$ cat src/rtl/lsuc_uart_rx.sv
// lsuc_uart_rx -- 8N1 serial receiver with a hold-until-read byte register.
//
// Recovers frames from the asynchronous rx pin. The start bit is verified at
// mid-bit. Data bits are sampled at mid-bit, LSB first. A high stop bit
// delivers the byte and a low stop bit reports a framing error.
//
// Parameters:
//   CLKS_PER_BIT  clock cycles per serial bit (>= 4)
// Ports:
//   clk           system clock
//   reset         synchronous active-high reset
//   rx            asynchronous serial input, idle high
//   rx_data       last delivered byte
//   rx_valid      rx_data holds an unread byte
//   rx_read       single-cycle pulse consuming rx_data
//   rx_overrun    sticky: a byte arrived while rx_valid was already high
//   rx_frame_err  one-cycle pulse: stop bit sampled low
//   rx_busy       receiver FSM is not idle
`timescale 1ns/1ps

module lsuc_uart_rx #(
    parameter int unsigned CLKS_PER_BIT = 278
) (
    input  logic       clk,
    input  logic       reset,
    input  logic       rx,
    output logic [7:0] rx_data,
    output logic       rx_valid,
    input  logic       rx_read,
    output logic       rx_overrun,
    output logic       rx_frame_err,
    output logic       rx_busy
);

    localparam int unsigned H  = CLKS_PER_BIT / 2;
    localparam int unsigned CW = $clog2(CLKS_PER_BIT);
    localparam logic [CW-1:0] CNT_HALF = CW'(H - 1);
    localparam logic [CW-1:0] CNT_LAST = CW'(CLKS_PER_BIT - 1);

    typedef enum logic [2:0] {
        S_IDLE,
        S_START,
        S_DATA,
        S_STOP,
        S_WAIT_IDLE
    } state_e;

    logic          rx_meta_q, rx_s_q;
    logic [1:0]    settle_q;
    logic          armed_q;
    state_e        state_q, state_d;
    logic [CW-1:0] cnt_q, cnt_d;
    logic [2:0]    idx_q, idx_d;
    logic [7:0]    shift_q, shift_d;
    logic [7:0]    data_q, data_d;
    logic          valid_q, valid_d;
    logic          overrun_q, overrun_d;
    logic          ferr_q, ferr_d;
    logic          busy_q, busy_d;
    logic          deliver;

    // The synchronizer resets to idle-high, so right after reset a line that
    // is already low would look like a fresh falling edge. Reception is only
    // armed once rx_s has carried a real post-reset sample that is high. This
    // stops a frame interrupted by reset from being picked up mid-way.
    always_ff @(posedge clk) begin
        if (reset) begin
            rx_meta_q <= 1'b1;
            rx_s_q    <= 1'b1;
            settle_q  <= '0;
            armed_q   <= 1'b0;
        end else begin
            rx_meta_q <= rx;
            rx_s_q    <= rx_meta_q;
            settle_q  <= {settle_q[0], 1'b1};
            if (settle_q[1] && rx_s_q) begin
                armed_q <= 1'b1;
            end
        end
    end

    always_ff @(posedge clk) begin
        if (reset) begin
            state_q   <= S_IDLE;
            cnt_q     <= '0;
            idx_q     <= '0;
            shift_q   <= '0;
            data_q    <= '0;
            valid_q   <= 1'b0;
            overrun_q <= 1'b0;
            ferr_q    <= 1'b0;
            busy_q    <= 1'b0;
        end else begin
            state_q   <= state_d;
            cnt_q     <= cnt_d;
            idx_q     <= idx_d;
            shift_q   <= shift_d;
            data_q    <= data_d;
            valid_q   <= valid_d;
            overrun_q <= overrun_d;
            ferr_q    <= ferr_d;
            busy_q    <= busy_d;
        end
    end

    always_comb begin
        state_d   = state_q;
        cnt_d     = cnt_q;
        idx_d     = idx_q;
        shift_d   = shift_q;
        data_d    = data_q;
        valid_d   = valid_q;
        overrun_d = overrun_q;
        ferr_d    = 1'b0;
        deliver   = 1'b0;

        unique case (state_q)
            S_IDLE: begin
                if (armed_q && !rx_s_q) begin
                    state_d = S_START;
                    cnt_d   = '0;
                end
            end
            S_START: begin
                if (cnt_q == CNT_HALF) begin
                    cnt_d = '0;
                    if (!rx_s_q) begin
                        state_d = S_DATA;
                        idx_d   = '0;
                    end else begin
                        state_d = S_IDLE;
                    end
                end else begin
                    cnt_d = cnt_q + 1'b1;
                end
            end
            S_DATA: begin
                if (cnt_q == CNT_LAST) begin
                    cnt_d   = '0;
                    shift_d = {rx_s_q, shift_q[7:1]};
                    if (idx_q == 3'd7) begin
                        state_d = S_STOP;
                    end else begin
                        idx_d = idx_q + 3'd1;
                    end
                end else begin
                    cnt_d = cnt_q + 1'b1;
                end
            end
            S_STOP: begin
                if (cnt_q == CNT_LAST) begin
                    cnt_d = '0;
                    if (rx_s_q) begin
                        deliver = 1'b1;
                        state_d = S_IDLE;
                    end else begin
                        ferr_d  = 1'b1;
                        state_d = S_WAIT_IDLE;
                    end
                end else begin
                    cnt_d = cnt_q + 1'b1;
                end
            end
            S_WAIT_IDLE: begin
                if (rx_s_q) begin
                    state_d = S_IDLE;
                end
            end
            default: state_d = S_IDLE;
        endcase

        // A read consumes the byte; a simultaneous delivery then re-fills it,
        // so delivery takes priority over the read for rx_valid.
        if (rx_read && valid_q) begin
            valid_d   = 1'b0;
            overrun_d = 1'b0;
        end
        if (deliver) begin
            data_d  = shift_q;
            valid_d = 1'b1;
            if (valid_q && !rx_read) begin
                overrun_d = 1'b1;
            end
        end

        busy_d = (state_d != S_IDLE);
    end

    assign rx_data      = data_q;
    assign rx_valid     = valid_q;
    assign rx_overrun   = overrun_q;
    assign rx_frame_err = ferr_q;
    assign rx_busy      = busy_q;

endmodule
$ cat config.mk
export PLATFORM = sky130hd
export DESIGN_NAME = lsuc_uart_rx
export DESIGN_NICKNAME = d
export VERILOG_FILES = /design/src/rtl/lsuc_uart_rx.sv
export SDC_FILE = /design/constraint.sdc
export NUM_CORES = 1
export LEC_CHECK = 0
export BUFFER_PORTS_ARGS = -buffer_cell sky130_fd_sc_hd__buf_4
export CAP_MARGIN = 15
export CORE_UTILIZATION = 60
export DETAILED_ROUTE_END_ITERATION = 6
export PLACE_DENSITY = 0.8
export REMOVE_ABC_BUFFERS = 1
export SYNTH_ARGS = -nofsm -noshare
export SYNTH_HDL_FRONTEND = slang
export SYNTH_SLANG_ARGS = --single-unit
$ cat constraint.sdc
create_clock -name clk -period 2.65 [get_ports clk]
set_input_delay 0.1325 -clock clk [delete_from_list [all_inputs] [get_ports clk]]
set_output_delay 0.1325 -clock clk [all_outputs]
set_load 0.005 [all_outputs]
==> metrics.md <==
| Metric | Value |
|---|---|
| Register bit total from synthesis | 40 |
| CP top delay family | compound AO/OA/AOI/OAI gates |
| Yosys warnings | 0 |
| Final Power | 0.000930 W |
| Setup_tns | 0 ns |
| Clock Pin Slew Worst Setup and Hold Paths | approximately 0.11 ns |
| Avg Synthesized Cell Area | 8.84 µm² |
| Resized cells post-CTS | 0 |
| Total grt overflow | 0 |
| Post-Syn Area | 1860 µm² |
| Most common cell after layout, fill and taps aside | dfxtp_1 |
| RSZ-0062 raised after global routing | false |
| CTS Sinks | 40 |
| HP Class | in2reg |
| Commonest cells after routing, fill and taps aside | dfxtp_1 (40), nand2_1 (32), nor2_1 (22), a21oi_1 (19), buf_4 (17) |
| Failing checks | design-rule violations |
| Die Span X | 57.7 µm |
| Critical path type | reg2reg |
| Row cnt | 19 |
| Post-synthesis cell count | between 200 and 250 |
| Clock buffer depth | 2 |
| Starting Density | 0.654 |
| Routed wire length | roughly 3700 µm |
| Fillers | approximately 230 |
| Starting DRT DRC Count | 41 |
| Ys async rst share | 0 |
| Ant. Diodes | 0 |
| CP startpoint kind | flip-flop |
| Post-CTS setup buffers | 0 |
| IO Count | 16 |
| # port buffers | 15 |
| Sequential area share after synthesis | 0.430 |
| Largest net degree at the start of global routing | 36 |
| Drc violations | 1 |
| Worst skew pair latency | between 0.3 and 0.4 ns |
| Cts bufs inserted | 5 |
| Root Buffer | clkbuf_4 |
| Leak | slightly below 0.8 nW |
| Wire per inst | between 10 and 15 µm |
| Number of max-cap violations | 0 |
| H-tree depth | 2 |
| Synth Flop Type | dfxtp_1 |
| Routability Congestion | between 0.8 and 0.9 |
| TritonRoute pass-1 iters | 6 |
| Peak supply drop | about 0.00032 V |
| Crit. End Element | flip-flop |
| Synth cell types | 51 |
| Share of layout cells above drive strength 1 | 0.162 |
| CP Cell Sequence | inv_1 > ha_1 > nor4b_1 > a2111oi_2 > buf_4 > nor2_1 > a211oi_1 |
| Slowest CP cell | a2111oi_2 |
| Rel. slew slack | 0.673 |
| Worst endpoint required time | approximately 2.9 ns |
| Outcome | finished, violations left |
| DP Wirelength | around 2500 µm |
| Die Ht | ~58 µm |
| Via count | around 1500 |
| CP bufs+invs | 2 |
| Final Max Tran Viols | 0 |
| Post-synth EDFFs | 0 |
| Final hold vios | 0 |
| WP data arrival | 2.43 ns |
| CP max stage delay | 0.55 ns |
| Final setup viols | 0 |
| Final Skew | approximately 0.0088 ns |
| Global-route wire length before repair | 6210 µm |
| P&R area growth vs syn | 7.58% |
| Vias in the first global route | approximately 1500 |
| TritonCTS clock tree | yes |
| Total Routing Usage GR | 0.245 |
| Actual slew at the worst max-slew pin | around 0.49 ns |
| Antenna Nets Post-Route | 0 |
| Initial antenna violation count | 0 |
| Peak Freq | between 400 and 500 MHz |
| Worst Path Max Fanout | 9 |
| Pwr Density | around 460 nW/µm² |
| Nets | approximately 230 |
| Core Footprint | 2850 µm² |
| Die area | around 3300 µm² |
| Final min period | between 2 and 2.5 ns |
| Via density | roughly 6 |
| Final cycle utilization of the critical path | 0.816 |
-- synthesized netlist by cell type, drive strengths merged (5+ instances only) --
cell type	instances	area, µm²
dfxtp	40	801
o22ai	6	37.5
nor2	22	82.6
nand3	6	42.5
nand2	32	120
mux2i	11	110
clkbuf	6	23.8
buf	8	57.6
ha	5	62.6
inv	6	22.5
a21oi	20	104
-- stage by stage --
| stage | worst slack (ns) | util | std cells | hold WS [ns] | instance area (µm²) |
|---|---|---|---|---|---|
| finish | 0.487 | 0.703 | 253 | 0.0421 | 2010 |
| global route | 0.287 | 0.703 | 253 | 0.0633 | 2010 |
| CTS | 0.503 | 0.703 | 253 | 0.0466 | 2010 |
| detailed placement | 0.558 | 0.683 | 245 | 0.322 | 1950 |
| global placement | 0.654 | 0.683 | 245 | 0.316 | 1950 |
| floorplan | 0.542 | - | 197 | 0.202 | 1780 |
-- state kept, by name, summed over array words and instances, names as in the netlist, named ones only --
name / flops
cnt_q: 9
rx_data: 8
shift_q: 8
idx_q: 3
state_q: 3
settle_q: 2
armed_q: 1
rx_busy: 1
rx_frame_err: 1
rx_meta_q: 1
rx_s_q: 1
rx_valid: 1
-- per-layer routing --
layer	share of wire	vias up	GRT usage
met4	0.024	0	0.126
met2	0.49	39	0.420
met1	0.43	712	0.287
met5	0	-	0
met3	0.050	12	0.0580
li1	-	759	-
-- where the power goes --
| group | switching, W | total [W] | internal [W] |
|---|---|---|---|
| Clock | 0.000195 | 0.000293 | 0.0000978 |
| Combinational | 0.0000169 | 0.0000270 | 0.0000101 |
| Sequential | 0.00000368 | 0.000610 | 0.000606 |
| Total | 0.000216 | 0.000930 | 0.000714 |
-- cell type report --
cell class	count	area [µm²]	area share
clock inverter	1	5.00	0.00250
inverter	7	26.3	0.0131
timing repair buffer	18	138	0.0686
tap	31	38.8	0.0193
multi-input combinational	150	956	0.477
sequential	40	801	0.399
clock buffer	6	41.3	0.0206
-- worst reg2reg max path, cell delays in order (launching register included) --
cell       delay (ns)
dfxtp_1          0.42
inv_1            0.10
ha_1             0.20
nor4b_1          0.16
a2111oi_2        0.55
buf_4            0.26
nor2_1           0.07
a211oi_1         0.31
-- path summary, 6_finish.rpt --
kind / to / cells past startpoint / slack (ns) / from
worst max-delay path: cnt_q[0] / 7 / 0.49 / cnt_q[0]
worst min-delay path: rx_valid / 3 / 0.04 / rx_read
worst max register to register: cnt_q[0] / 7 / 0.49 / cnt_q[0]
worst min register to register: rx_s_q / 1 / 0.43 / rx_meta_q
-- cells by family (layout without fill, tap and decap cells) --
logic type	Yosys count	count (layout)	share of synthesized area
flops	40	40	0.430
mux	11	11	0.0591
fa+ha+maj	5	5	0.0336
simple gates	94	94	0.281
buf+inv	21	32	0.0577
compound gates	40	40	0.139
-- timing repair --
action,CTS,global route
endpoints found under the setup margin,0,0
hold endpoints to repair,1,0
hold buffers,1,0
(Power assumes the default switching activity.)
